File: config.mk
export PLATFORM = sky130hd
export DESIGN_NAME = sc_lives_levels_counter
export DESIGN_NICKNAME = d
export VERILOG_FILES = /design/src/rtl/sc_lives_levels_counter_pkg.sv /design/src/rtl/sc_lives_levels_counter_edge.sv /design/src/rtl/sc_lives_levels_counter.sv
export SDC_FILE = /design/constraint.sdc
export NUM_CORES = 1
export LEC_CHECK = 0
export ABC_AREA = 1
export CAP_MARGIN = 40
export CORE_UTILIZATION = 45
export CTS_BUF_LIST = sky130_fd_sc_hd__clkbuf_4 sky130_fd_sc_hd__clkbuf_8 sky130_fd_sc_hd__clkbuf_16
export CTS_CLUSTER_SIZE = 28
export DETAILED_ROUTE_END_ITERATION = 12
export PLACE_DENSITY = 0.75
export SYNTH_ARGS = -nofsm -noshare
export SYNTH_HDL_FRONTEND = slang
export SYNTH_SLANG_ARGS = --single-unit
File: constraint.sdc
create_clock -name SC_LIVESLEVELS_CLOCK_50 -period 1.8 [get_ports SC_LIVESLEVELS_CLOCK_50]
set_clock_uncertainty 0.05 [all_clocks]
set_input_delay 0.27 -clock SC_LIVESLEVELS_CLOCK_50 [delete_from_list [all_inputs] [get_ports SC_LIVESLEVELS_CLOCK_50]]
set_output_delay 0.27 -clock SC_LIVESLEVELS_CLOCK_50 [all_outputs]
set_load 0.01 [all_outputs]
File: src/rtl/sc_lives_levels_counter_pkg.sv
// Shared definitions for the lives/levels counter.
//   - CNT_W            : width of the lives and level counters
//   - DEF_*            : default values for the top-level parameters
//   - state_e          : game FSM encoding (also driven on status_Out)
//   - lives_step()     : saturating +/-1 step for the lives counter
package sc_lives_levels_counter_pkg;

   localparam int unsigned CNT_W          = 3;
   localparam int unsigned DEF_INIT_LIVES = 3;
   localparam int unsigned DEF_MAX_LIVES  = 7;
   localparam int unsigned DEF_MAX_LEVEL  = 5;

   localparam logic [CNT_W-1:0] CNT_ONE = CNT_W'(1);

   typedef enum logic [1:0] {
      ST_IDLE = 2'd0,
      ST_PLAY = 2'd1,
      ST_LOST = 2'd2,
      ST_WON  = 2'd3
   } state_e;

   // Simultaneous inc and dec cancel out; otherwise step by one, clamped
   // to [0, ceil].
   function automatic logic [CNT_W-1:0] lives_step(
      input logic [CNT_W-1:0] cur,
      input logic             inc,
      input logic             dec,
      input logic [CNT_W-1:0] ceil
   );
      logic [CNT_W-1:0] nxt;
      nxt = cur;
      if (inc && !dec && (cur < ceil)) begin
         nxt = cur + CNT_ONE;
      end else if (dec && !inc && (cur != '0)) begin
         nxt = cur - CNT_ONE;
      end
      return nxt;
   endfunction

endpackage

File: src/rtl/sc_lives_levels_counter_edge.sv
// sc_falling_edge_detector: one-bit falling-edge detector for an active-low
// input. Produces a single-cycle event when the previous sample was 1 and
// the current input is 0.
//   clk        : clock
//   rst        : synchronous active-high reset (previous sample -> 0)
//   sig_in_low : active-low input
//   fall_o     : combinational falling-edge event
module sc_falling_edge_detector (
   input  logic clk,
   input  logic rst,
   input  logic sig_in_low,
   output logic fall_o
);

   logic prev_q;
   logic prev_d;

   always_comb begin
      prev_d = sig_in_low;
   end

   // Resetting to 0 means an input held low through reset needs a fresh
   // high-then-low transition before it can produce an event.
   always_ff @(posedge clk) begin
      if (rst) begin
         prev_q <= 1'b0;
      end else begin
         prev_q <= prev_d;
      end
   end

   always_comb begin
      fall_o = prev_q & ~sig_in_low;
   end

endmodule

File: src/rtl/sc_lives_levels_counter.sv
// sc_lives_levels_counter: game lives/level bookkeeping with a small FSM.
//   SC_LIVESLEVELS_CLOCK_50          : clock
//   SC_LIVESLEVELS_RESET_InHigh      : synchronous active-high reset
//   SC_LIVESLEVELS_startButton_InLow : start/restart request (active low)
//   SC_LIVESLEVELS_vidas_dec_InLow   : lose-one-life strobe (active low)
//   SC_LIVESLEVELS_vidas_inc_InLow   : gain-one-life strobe (active low)
//   SC_LIVESLEVELS_niveles_inc_InLow : level-up strobe (active low)
//   SC_LIVESLEVELS_lives_Out         : current lives
//   SC_LIVESLEVELS_level_Out         : current level
//   SC_LIVESLEVELS_COMPARATOR_LIVES  : lives != 0
//   SC_LIVESLEVELS_COMPARATOR_LEVELS : level == MAX_LEVEL
//   SC_LIVESLEVELS_status_Out        : FSM state (IDLE/PLAY/LOST/WON)
module sc_lives_levels_counter
   import sc_lives_levels_counter_pkg::*;
#(
   parameter int unsigned INIT_LIVES = DEF_INIT_LIVES,
   parameter int unsigned MAX_LIVES  = DEF_MAX_LIVES,
   parameter int unsigned MAX_LEVEL  = DEF_MAX_LEVEL
) (
   input  logic             SC_LIVESLEVELS_CLOCK_50,
   input  logic             SC_LIVESLEVELS_RESET_InHigh,
   input  logic             SC_LIVESLEVELS_startButton_InLow,
   input  logic             SC_LIVESLEVELS_vidas_dec_InLow,
   input  logic             SC_LIVESLEVELS_vidas_inc_InLow,
   input  logic             SC_LIVESLEVELS_niveles_inc_InLow,
   output logic [CNT_W-1:0] SC_LIVESLEVELS_lives_Out,
   output logic [CNT_W-1:0] SC_LIVESLEVELS_level_Out,
   output logic             SC_LIVESLEVELS_COMPARATOR_LIVES,
   output logic             SC_LIVESLEVELS_COMPARATOR_LEVELS,
   output logic [1:0]       SC_LIVESLEVELS_status_Out
);

   localparam logic [CNT_W-1:0] INIT_LIVES_C = CNT_W'(INIT_LIVES);
   localparam logic [CNT_W-1:0] MAX_LIVES_C  = CNT_W'(MAX_LIVES);
   localparam logic [CNT_W-1:0] MAX_LEVEL_C  = CNT_W'(MAX_LEVEL);

   logic clk;
   logic rst;
   logic start_ev;
   logic dec_ev;
   logic inc_ev;
   logic lvl_ev;

   state_e           state_q;
   state_e           state_d;
   logic [CNT_W-1:0] lives_q;
   logic [CNT_W-1:0] lives_d;
   logic [CNT_W-1:0] level_q;
   logic [CNT_W-1:0] level_d;

   assign clk = SC_LIVESLEVELS_CLOCK_50;
   assign rst = SC_LIVESLEVELS_RESET_InHigh;

   sc_falling_edge_detector u_start_edge (
      .clk        (clk),
      .rst        (rst),
      .sig_in_low (SC_LIVESLEVELS_startButton_InLow),
      .fall_o     (start_ev)
   );

   sc_falling_edge_detector u_dec_edge (
      .clk        (clk),
      .rst        (rst),
      .sig_in_low (SC_LIVESLEVELS_vidas_dec_InLow),
      .fall_o     (dec_ev)
   );

   sc_falling_edge_detector u_inc_edge (
      .clk        (clk),
      .rst        (rst),
      .sig_in_low (SC_LIVESLEVELS_vidas_inc_InLow),
      .fall_o     (inc_ev)
   );

   sc_falling_edge_detector u_lvl_edge (
      .clk        (clk),
      .rst        (rst),
      .sig_in_low (SC_LIVESLEVELS_niveles_inc_InLow),
      .fall_o     (lvl_ev)
   );

   // State and counter registers
   always_ff @(posedge clk) begin
      if (rst) begin
         state_q <= ST_IDLE;
         lives_q <= INIT_LIVES_C;
         level_q <= '0;
      end else begin
         state_q <= state_d;
         lives_q <= lives_d;
         level_q <= level_d;
      end
   end

   // Next-state logic. Exit checks look at the registered counters, so the
   // transition lands one cycle after the terminal value is reached; the
   // lives check comes first so losing wins a tie.
   always_comb begin
      state_d = state_q;
      case (state_q)
         ST_IDLE: begin
            if (start_ev) state_d = ST_PLAY;
         end
         ST_PLAY: begin
            if (start_ev) begin
               state_d = ST_PLAY;
            end else if (lives_q == '0) begin
               state_d = ST_LOST;
            end else if (level_q == MAX_LEVEL_C) begin
               state_d = ST_WON;
            end
         end
         ST_LOST, ST_WON: begin
            if (start_ev) state_d = ST_PLAY;
         end
         default: state_d = ST_IDLE;
      endcase
   end

   // Counter update. A start event reloads from any state and discards other
   // same-cycle events. Counters only move on PLAY cycles that are not
   // leaving PLAY, which also keeps them frozen in LOST/WON.
   always_comb begin
      lives_d = lives_q;
      level_d = level_q;
      if (start_ev) begin
         lives_d = INIT_LIVES_C;
         level_d = '0;
      end else if ((state_q == ST_PLAY) && (lives_q != '0) &&
                   (level_q != MAX_LEVEL_C)) begin
         lives_d = lives_step(lives_q, inc_ev, dec_ev, MAX_LIVES_C);
         if (lvl_ev && (level_q < MAX_LEVEL_C)) begin
            level_d = level_q + CNT_ONE;
         end
      end
   end

   // Outputs
   always_comb begin
      SC_LIVESLEVELS_status_Out        = state_q;
      SC_LIVESLEVELS_lives_Out         = lives_q;
      SC_LIVESLEVELS_level_Out         = level_q;
      SC_LIVESLEVELS_COMPARATOR_LIVES  = (lives_q != '0);
      SC_LIVESLEVELS_COMPARATOR_LEVELS = (level_q == MAX_LEVEL_C);
   end

endmodule

==> results of run 1 <==
==> flip-flops by register name, summed over array words and instances (netlist names) <==
register	cells
SC_LIVESLEVELS_level_Out	3
SC_LIVESLEVELS_lives_Out	3
SC_LIVESLEVELS_status_Out	2
u_dec_edge.prev_q	1
u_inc_edge.prev_q	1
u_lvl_edge.prev_q	1
u_start_edge.prev_q	1
==> metrics by stage <==
stage	power, W	hold WS [ns]	utilization (%)	TNS (ns)
2_1_floorplan	0.000308	0.289	-	0
5_1_grt	0.000568	0.513	71.3	0
4_1_cts	0.000551	0.475	71.1	0
3_3_place_gp	0.000336	0.448	67.9	-0.0721
3_5_place_dp	0.000337	0.458	67.9	-0.113
6_report	0.000546	0.479	71.3	0
==> layout by cell type, fill, tap and decap left out, types with 2 or more instances in the layout <==
cell type	n
nand2_1	14
dfxtp_1	8
clkbuf_4	3
o21ai_0	3
inv_1	13
nand3_1	8
dfxtp_2	4
xor2_1	2
nor2_4	2
buf_4	4
a21oi_1	5
nor2_2	2
ha_1	2
clkdlybuf4s50_1	14
nor2_1	8
==> worst max path at each step <==
stage / to / slack, ns / depth (start not counted)
2_1_floorplan: SC_LIVESLEVELS_lives_Out[2]$_SDFFE_PP0P_ / 0.25 / 7
3_3_place_gp: SC_LIVESLEVELS_lives_Out[2]$_SDFFE_PP0P_ / -0.07 / 9
3_5_place_dp: SC_LIVESLEVELS_lives_Out[2]$_SDFFE_PP0P_ / -0.11 / 9
4_1_cts: SC_LIVESLEVELS_COMPARATOR_LIVES / 0.02 / 3
5_1_grt: SC_LIVESLEVELS_lives_Out[2]$_SDFFE_PP0P_ / 0.07 / 9
6_report: SC_LIVESLEVELS_COMPARATOR_LIVES / 0.12 / 3
==> kinds of logic (layout without fill, tap and decap cells) <==
logic type / Yosys count / in the layout
DFF: 12 / 12
buffers and inverters: 14 / 37
xor gates and xnor gates: 2 / 2
adders and majority gates: 3 / 3
AOI/OAI and AO/OA: 9 / 9
and+or+nand+nor: 39 / 39
==> what timing repair did <==
| item | in CTS | in global routing |
|---|---|---|
| endpoints found under the hold margin | 0 | 0 |
| gates resized for setup | 3 | 2 |
| pin swaps | 0 | 0 |
| endpoints found under the setup margin | 1 | 1 |
==> where the power goes <==
| part | internal, W | total [W] | switching (W) |
|---|---|---|---|
| registers | 0.000272 | 0.000277 | 0.00000491 |
| clock network | 0.000123 | 0.000215 | 0.0000924 |
| logic | 0.0000288 | 0.0000535 | 0.0000247 |
| total | 0.000424 | 0.000546 | 0.000122 |
==> worst max-delay path: cells and delay by family (launching register included) <==
kind          cells  cell delay (ns)
flops             1             0.41
buf+inv           2             0.60
simple gates      1             0.09
==> metal layers <==
metal,wire [um],share of wire (%)
met1,591,52
met2,493,43
met3,37,3.3
met4,11,0.97
met5,0,0
==> area by class of cell <==
type	instances	area, um2	area share [%]
multi-input combinational	53	315	37.3
sequential	12	245	29.0
timing repair buffer	19	179	21.2
inverter	14	52.6	6.21
clock buffer	4	36.3	4.29
tap	14	17.5	2.07
==> impl_metrics.py, run 1 <==
metrics = {
    "outcome": {
        "outcome": "finished, final reports clean",
    },
    "yosys": {
        "netlist_instances": 79,
        "synth_simple_gate_area_share_pct": 33.5,
        "synth-compound-area-share_pct": 8.02,
        "synth-adder-area-share_pct": 7.41,
        "synth_seq_cells": 12,
        "yosysMostFrequentCell": "nand2_1",
        "synth-edff-count": 0,
        "synthMuxAreaShare_pct": 0,
        "synthTopCellsByArea": "dfxtp_1 40%, nand2_1 8.6%, inv_1 8.0%",
        "seq_area_frac_synth_pct": 39.5,
        "ys_types": 19,
        "synth_xor_area_share_pct": 2.88,
        "syn_area_um2": 608,
        "synth_top_area_share_pct": 39.5,
        "synth_top_family_by_area": "simple AND/OR/NAND/NOR gates",
        "synth_area_per_cell_um2": 7.70,
        "synth_fp_nets": 88,
        "synth_top_area_cell": "dfxtp_1",
        "yosysWarnings": 0,
        "synth_common_cells": "14 x nand2_1, 13 x inv_1, 12 x dfxtp_1",
        "synth_flop_cell": "dfxtp_1",
        "synth-async-reset-ratio_pct": 0,
    },
    "clocking": {
        "htree_levels": 1,
        "clock_tree.buffer_depth": 2,
        "path_clk_slew_ns": 0.08,
        "cts_tree": "built",
        "cts_setup_buffers": 0,
        "clk_latency_ns": 0.27,
        "cts_sinks": 12,
        "hold_buffers": 0,
        "numCtsBuffers": 3,
        "clockRootBuffer": "clkbuf_4",
    },
    "timing": {
        "slew_viol_final": 0,
        "period_share_pct": 93.6,
        "setup-violations-final": 0,
        "hold_violations": 0,
        "timing.fmax_mhz": 594,
        "fin_crit_ns": 1.68,
        "fin_ws_ns": 0.116,
        "rsz0062_at_grt": "false",
        "worst_slew_pin_slew_ns": 0.184,
        "slew-limit-headroom_pct": 87.7,
    },
    "final_layout": {
        "diodes": 0,
        "fin_area_um2": 846,
        "drive_gt1_share_pct": 19.6,
        "fin_cells": 116,
        "fill_cells": 103,
        "final_nets": 112,
        "area_growth_pct": 39.1,
    },
    "detailed_routing": {
        "wl_per_cell_um": 9.78,
        "drt-total-wl_mm": 1.13,
        "drc": 0,
        "vias": 533,
        "via_per_inst": 4.59,
        "initialDrtViolationCount": 11,
        "ant_nets": 0,
        "first_pass_iters": 4,
    },
    "place": {
        "dp_hpwl_um": 881,
        "place_ws_ns": -0.113,
        "placed_cell_area_um2": 806,
        "io_buffers": 15,
        "dpl.cell_count": 112,
        "gp_congestion": 0.734,
    },
    "global_route": {
        "grt_pass1_vias": 495,
        "grt_max_degree": 8,
        "grt_pass1_wl_mm": 1.95,
        "grt_util_met2_pct": 30.8,
        "met1_usage_pct": 24.1,
        "met3_usage_pct": 5.20,
        "track_usage_pct": 19.3,
        "antenna_found_initial": 0,
        "top_usage_layer": "met2",
        "grt_overflow": 0,
    },
    "worst_setup_path": {
        "regToRegStartpoint": "u_inc_edge.prev_q$_SDFF_PP0_",
        "arrival_ns": 1.36,
        "cpMaxStageDelayCell": "clkdlybuf4s50_1",
        "cp_max_fo": 5,
        "critical_path_class": "flip-flop to output port",
        "path_cells": "inv_2 > nand2_4 > clkdlybuf4s50_1",
        "r2r_cells": 8,
        "end_kind": "output port",
        "crit_required_ns": 1.48,
        "r2r_slack_ns": 0.28,
        "worst_path_largest_cell_delay_ns": 0.54,
        "r2r_end": "SC_LIVESLEVELS_lives_Out[2]$_SDFFE_PP0P_",
        "critPathLaunch": "SC_LIVESLEVELS_lives_Out[2]$_SDFFE_PP0P_",
        "worst_setup_path_start_kind": "flip-flop",
    },
    "worst_hold_path": {
        "hold_end": "SC_LIVESLEVELS_status_Out[0]$_SDFFE_PP0P_",
        "min_from": "SC_LIVESLEVELS_status_Out[0]$_SDFFE_PP0P_",
        "min_path_cells": 2,
        "hold_class": "flip-flop to flip-flop",
    },
    "power_and_ir_drop": {
        "ir_drop_mv": 0.540,
        "p_leak_nw": 0.384,
        "powerDensity_nw_per_um2": 645,
    },
    "die": {
        "fp.coreArea_um2": 1190,
        "io_pins": 16,
        "num_rows": 12,
        "start_util_pct": 51.3,
        "die_w_um": 38.8,
        "die-height_um": 38.8,
        "dieArea_um2": 1500,
    },
    "job": {
        "max_cap_viol_count": 0,
    },
}
(Power assumes the default switching activity.)
==> run 2, diff against run 1 <==
- clock period: 1.8 -> 2.05 ns (I/O delays scaled with it)
==> run 2 against run 1 <==
  * Sequential cell count is the same
  * Combinational power fell by 21%
  * Clock power is 11% lower
  * First-iteration DRC count down 18%
  * Power is 13% lower
  * Critical path type unchanged
  * Non-clock buffer count fell by 3
  * Cell count down 2.6%
  * Die area unchanged
  * Global-route usage decreased by 1.5 points
  * Count of clock-buffer cells in the layout stayed put
  * Sequential share of layout area up 0.43 points
  * Via count increased by 2.8%
  * Critical endpoint is now SC_LIVESLEVELS_COMPARATOR_LEVELS
==> impl_metrics.py, run 2 (same netlist as run 1, synthesis figures left out) <==
metrics = {
    "die": {
        "die-height_um": 38.8,
        "dieArea_um2": 1500,
        "fp.coreArea_um2": 1190,
        "num_rows": 12,
        "die_w_um": 38.8,
        "io_pins": 16,
        "start_util_pct": 51.3,
    },
    "clocking": {
        "path_clk_slew_ns": 0.08,
        "cts_tree": "built",
        "cts_sinks": 12,
        "htree_levels": 1,
        "clockRootBuffer": "clkbuf_4",
        "clk_latency_ns": 0.27,
        "clock_tree.buffer_depth": 2,
        "numCtsBuffers": 3,
        "cts_setup_buffers": 0,
    },
    "final_layout": {
        "area_growth_pct": 35.0,
        "drive_gt1_share_pct": 14.1,
        "diodes": 0,
        "final_nets": 109,
        "final_cell_mix": "15 x clkdlybuf4s50_1, 14 x nand2_1, 13 x inv_1",
        "final_common_cell": "clkdlybuf4s50_1",
        "fill_cells": 110,
    },
    "detailed_routing": {
        "initialDrtViolationCount": 9,
        "vias": 548,
        "ant_nets": 0,
        "drc": 0,
        "drt-total-wl_mm": 1.12,
        "wl_per_cell_um": 9.95,
        "via_per_inst": 4.85,
        "first_pass_iters": 3,
    },
    "timing": {
        "period_share_pct": 94.4,
        "timing.fmax_mhz": 516,
        "setup-violations-final": 0,
        "fin_crit_ns": 1.94,
        "slew-limit-headroom_pct": 75.7,
        "slew_viol_final": 0,
        "final.setup.tns_ns": 0,
        "hold_violations": 0,
        "worst_slew_pin_slew_ns": 0.363,
        "rsz0062_at_grt": "false",
    },
    "power_and_ir_drop": {
        "total_power_w": 0.000476,
        "powerDensity_nw_per_um2": 580,
        "ir_drop_mv": 0.353,
        "p_leak_nw": 0.365,
    },
    "worst_hold_path": {
        "hold_class": "flip-flop to flip-flop",
    },
    "global_route": {
        "grt_pass1_wl_mm": 1.81,
        "track_usage_pct": 17.7,
        "grt_max_degree": 8,
        "grt_pass1_vias": 453,
        "antenna_found_initial": 0,
        "grt_overflow": 0,
    },
    "place": {
        "dp_hpwl_um": 879,
        "io_buffers": 15,
        "gp_congestion": 0.742,
    },
    "worst_setup_path": {
        "critical_path_class": "flip-flop to output port",
        "cp_max_fo": 5,
        "worst_setup_path_start_kind": "flip-flop",
        "crit_required_ns": 1.69,
        "end_kind": "output port",
        "arrival_ns": 1.58,
    },
    "outcome": {
        "outcome": "finished, final reports clean",
    },
    "job": {
        "max_cap_viol_count": 0,
    },
}
-- run 2: cell types whose count changed in the layout (fill, tap and decap cells not counted) --
cell             before  now
dfxtp_2               4    1
buf_4                 4    1
clkdlybuf4s50_1      14   15
dfxtp_1               8   11
dlygate4sd2_1         1    0
-- run 2: through the flow --
step	utilization [%]	worst slack [ns]	instance area, um2	cells	hold slack [ns]
6_report	69.2	0.114	821	113	0.461
5_1_grt	69.2	0.0305	821	113	0.508
4_1_cts	69.1	0.0699	820	113	0.465
3_5_place_dp	66.0	0.0990	783	109	0.451
3_3_place_gp	66.0	0.143	783	109	0.450
2_1_floorplan	-	0.500	608	79	0.327
-- run 2: report_power, final --
| part | internal (W) | switching, W | total [W] |
|---|---|---|---|
| sequential | 0.000239 | 0.00000415 | 0.000243 |
| combinational | 0.0000213 | 0.0000210 | 0.0000423 |
| clock | 0.000108 | 0.0000830 | 0.000191 |
-- run 2: routing by layer --
| metal | routed length (um) | GRT usage [%] | up-vias |
|---|---|---|---|
| met3 | 35 | 3.47 | 2 |
| met5 | 0 | 0 | - |
| met1 | 558 | 22.1 | 247 |
| met4 | 11 | 10.3 | 0 |
| li1 | - | - | 291 |
| met2 | 518 | 27.9 | 8 |
-- run 2: timing repair --
action | CTS | global route
hold buffers | 0 | 0
setup endpoints to repair | 0 | 1
gates resized for setup | 0 | 1
-- run 2: worst max-delay path, cell delays in order, from the launching register on --
cell	delay, ns
dfxtp_1	0.40
inv_1	0.06
ha_1	0.18
nand2_1	0.13
inv_1	0.07
clkdlybuf4s50_1	0.48
-- run 2: final cells by class --
| cell class | instances | area [um2] | area share, % |
|---|---|---|---|
| inverters | 14 | 52.6 | 6.40 |
| multi-input cells | 53 | 315 | 38.4 |
| repair buffers | 16 | 158 | 19.2 |
| clock buffers | 4 | 36.3 | 4.42 |
| flip-flops and latches | 12 | 241 | 29.4 |
| well taps | 14 | 17.5 | 2.13 |
-- run 2: final timing paths --
kind	startpoint	end	slack, ns	depth (start not counted)
max	SC_LIVESLEVELS_level_Out[1]$_SDFFE_PP0P_	SC_LIVESLEVELS_COMPARATOR_LEVELS	0.11	5
min	SC_LIVESLEVELS_status_Out[0]$_SDFFE_PP0P_	SC_LIVESLEVELS_status_Out[0]$_SDFFE_PP0P_	0.46	2
max reg2reg	SC_LIVESLEVELS_lives_Out[0]$_SDFFE_PP1P_	SC_LIVESLEVELS_lives_Out[2]$_SDFFE_PP0P_	0.51	7
min reg2reg	SC_LIVESLEVELS_status_Out[0]$_SDFFE_PP0P_	SC_LIVESLEVELS_status_Out[0]$_SDFFE_PP0P_	0.46	2
==> run 3, diff against run 2 <==
--- a/constraint.sdc
+++ b/constraint.sdc
@@ -4,2 +4,2 @@
 set_output_delay 0.3075 -clock SC_LIVESLEVELS_CLOCK_50 [all_outputs]
-set_load 0.01 [all_outputs]
+set_load 0.1 [all_outputs]
==> run 3 against run 2 <==
  * Routed wire length increased by 2.5%
  * Global-route usage increased by 1.6 points
  * Maximum frequency increased by 14%
  * Register-to-register slack got worse by 0.02 ns
  * Setup slack improved by 0.23 ns
  * Critical path depth unchanged
  * Power increased by 2.3%
  * Hold slack improved by 0.0059 ns
  * Clock power about the same
  * Largest power group unchanged
  * Highest routed layer unchanged
==> impl_metrics.py, run 3 (same netlist as run 1, synthesis figures left out) <==
metrics = {
    "die": {
        "io_pins": 16,
        "die_w_um": 38.8,
        "fp.coreArea_um2": 1190,
        "die-height_um": 38.8,
        "num_rows": 12,
        "start_util_pct": 51.3,
        "dieArea_um2": 1500,
    },
    "worst_setup_path": {
        "path_cells": "inv_1 > ha_1 > nand2_1 > clkinvlp_4 > buf_12",
        "r2r_end": "SC_LIVESLEVELS_lives_Out[2]$_SDFFE_PP0P_",
        "crit_required_ns": 1.69,
        "worst_path_largest_cell_delay_ns": 0.37,
        "cp_top_family": "buffers and inverters",
        "arrival_ns": 1.34,
        "r2r_slack_ns": 0.49,
        "cpMaxStageDelayCell": "dfxtp_2",
        "regToRegStartpoint": "u_inc_edge.prev_q$_SDFF_PP0_",
        "crit_buf_inv": 3,
        "worst_setup_path_start_kind": "flip-flop",
        "end_kind": "output port",
        "critical_path_class": "flip-flop to output port",
        "r2r_cells": 8,
        "cp_max_fo": 5,
    },
    "worst_hold_path": {
        "min_path_cells": 2,
        "min_from": "SC_LIVESLEVELS_status_Out[0]$_SDFFE_PP0P_",
        "hold_end": "SC_LIVESLEVELS_status_Out[0]$_SDFFE_PP0P_",
        "hold_class": "flip-flop to flip-flop",
    },
    "clocking": {
        "cts_sinks": 12,
        "path_clk_slew_ns": 0.08,
        "numCtsBuffers": 3,
        "hold_buffers": 0,
        "cts_setup_buffers": 0,
        "clock_tree.buffer_depth": 2,
        "cts_tree": "built",
        "cts-resized-gates": 0,
        "clk_latency_ns": 0.27,
        "htree_levels": 1,
        "clockRootBuffer": "clkbuf_4",
    },
    "job": {
        "max_cap_viol_count": 0,
    },
    "outcome": {
        "outcome": "finished, final reports clean",
    },
    "power_and_ir_drop": {
        "p_leak_nw": 0.371,
        "ir_drop_mv": 0.438,
        "powerDensity_nw_per_um2": 596,
    },
    "global_route": {
        "track_usage_pct": 19.3,
        "grt_pass1_wl_mm": 1.94,
        "antenna_found_initial": 0,
        "grt_max_degree": 8,
        "grt_pass1_vias": 478,
        "grt_overflow": 0,
    },
    "place": {
        "dp_hpwl_um": 887,
        "placed_cell_area_um2": 782,
        "dpl.cell_count": 109,
        "gp_congestion": 0.739,
        "io_buffers": 15,
    },
    "timing": {
        "worst_slew_pin_slew_ns": 0.378,
        "timing.fmax_mhz": 588,
        "slew_viol_final": 0,
        "hold_violations": 0,
        "fin_crit_ns": 1.70,
        "fin_hold_ws_ns": 0.467,
        "setup-violations-final": 0,
        "slew-limit-headroom_pct": 74.7,
        "rsz0062_at_grt": "false",
        "period_share_pct": 83.0,
    },
    "detailed_routing": {
        "ant_nets": 0,
        "first_pass_iters": 4,
        "via_per_inst": 4.77,
        "initialDrtViolationCount": 6,
        "drt-total-wl_mm": 1.15,
        "drc": 0,
        "wl_per_cell_um": 10.2,
        "vias": 539,
    },
    "final_layout": {
        "final_cell_mix": "14 x nand2_1, 12 x inv_1, 10 x buf_4",
        "fill_cells": 107,
        "drive_gt1_share_pct": 30.3,
        "fin_cells": 113,
        "post-route-util_pct": 69.0,
        "fin_area_um2": 818,
        "final_common_cell": "nand2_1",
        "final_nets": 109,
        "area_growth_pct": 34.6,
        "diodes": 0,
    },
}
[run 3: changes by cell type in the layout (fill, tap and decap cells not counted)]
cell             delta
clkdlybuf4s50_1    -10
buf_4               +9
dfxtp_1             -5
dfxtp_2             +5
buf_12              +1
clkinvlp_4          +1
inv_1               -1
[run 3: area by class of cell]
| type | instances | area, um2 | area share (%) |
|---|---|---|---|
| Inverter | 14 | 56.3 | 6.88 |
| Sequential cell | 12 | 248 | 30.3 |
| Clock buffer | 4 | 36.3 | 4.43 |
| Timing Repair Buffer | 16 | 145 | 17.7 |
| Tap cell | 14 | 17.5 | 2.14 |
| Multi-Input combinational cell | 53 | 315 | 38.5 |
[run 3: per-stage QoR]
stage          worst slack (ns)  power, W  TNS (ns)
3_3_place_gp              0.136  0.000303         0
4_1_cts                   0.329  0.000493         0
3_5_place_dp             0.0988  0.000304         0
5_1_grt                   0.267  0.000509         0
6_report                  0.348  0.000487         0
2_1_floorplan           -0.0445  0.000284   -0.0445
[run 3: worst min-delay path, delay by kind of cell (launching register included)]
kind | cells | cell delay [ns]
DFF | 1 | 0.34
AOI/OAI and AO/OA | 2 | 0.14
[run 3: report_power, final]
part	switching (W)	internal, W
clock network	0.0000809	0.000108
registers	0.00000436	0.000239
logic	0.0000347	0.0000206
[run 3: how the worst max path moves through the flow]
| stage | cells past startpoint | slack (ns) | from | to |
|---|---|---|---|---|
| after floorplan | 8 | -0.04 | SC_LIVESLEVELS_level_Out[1]$_SDFFE_PP0P_ | SC_LIVESLEVELS_status_Out[0]$_SDFFE_PP0P_ |
| after global placement | 9 | 0.14 | SC_LIVESLEVELS_vidas_dec_InLow | SC_LIVESLEVELS_lives_Out[2]$_SDFFE_PP0P_ |
| after detailed placement | 11 | 0.1 | SC_LIVESLEVELS_vidas_dec_InLow | SC_LIVESLEVELS_lives_Out[2]$_SDFFE_PP0P_ |
| after CTS | 5 | 0.33 | SC_LIVESLEVELS_level_Out[1]$_SDFFE_PP0P_ | SC_LIVESLEVELS_COMPARATOR_LEVELS |
| after global routing | 5 | 0.27 | SC_LIVESLEVELS_level_Out[1]$_SDFFE_PP0P_ | SC_LIVESLEVELS_COMPARATOR_LEVELS |
| final | 5 | 0.35 | SC_LIVESLEVELS_level_Out[1]$_SDFFE_PP0P_ | SC_LIVESLEVELS_COMPARATOR_LEVELS |
[run 3: routing by layer]
metal	track usage, %	share of wire, %	vias to the layer above
met5	0	0	-
met4	10.3	0.95	0
met3	5.20	3.4	2
met2	28.3	47	12
met1	25.3	49	237
li1	-	-	288
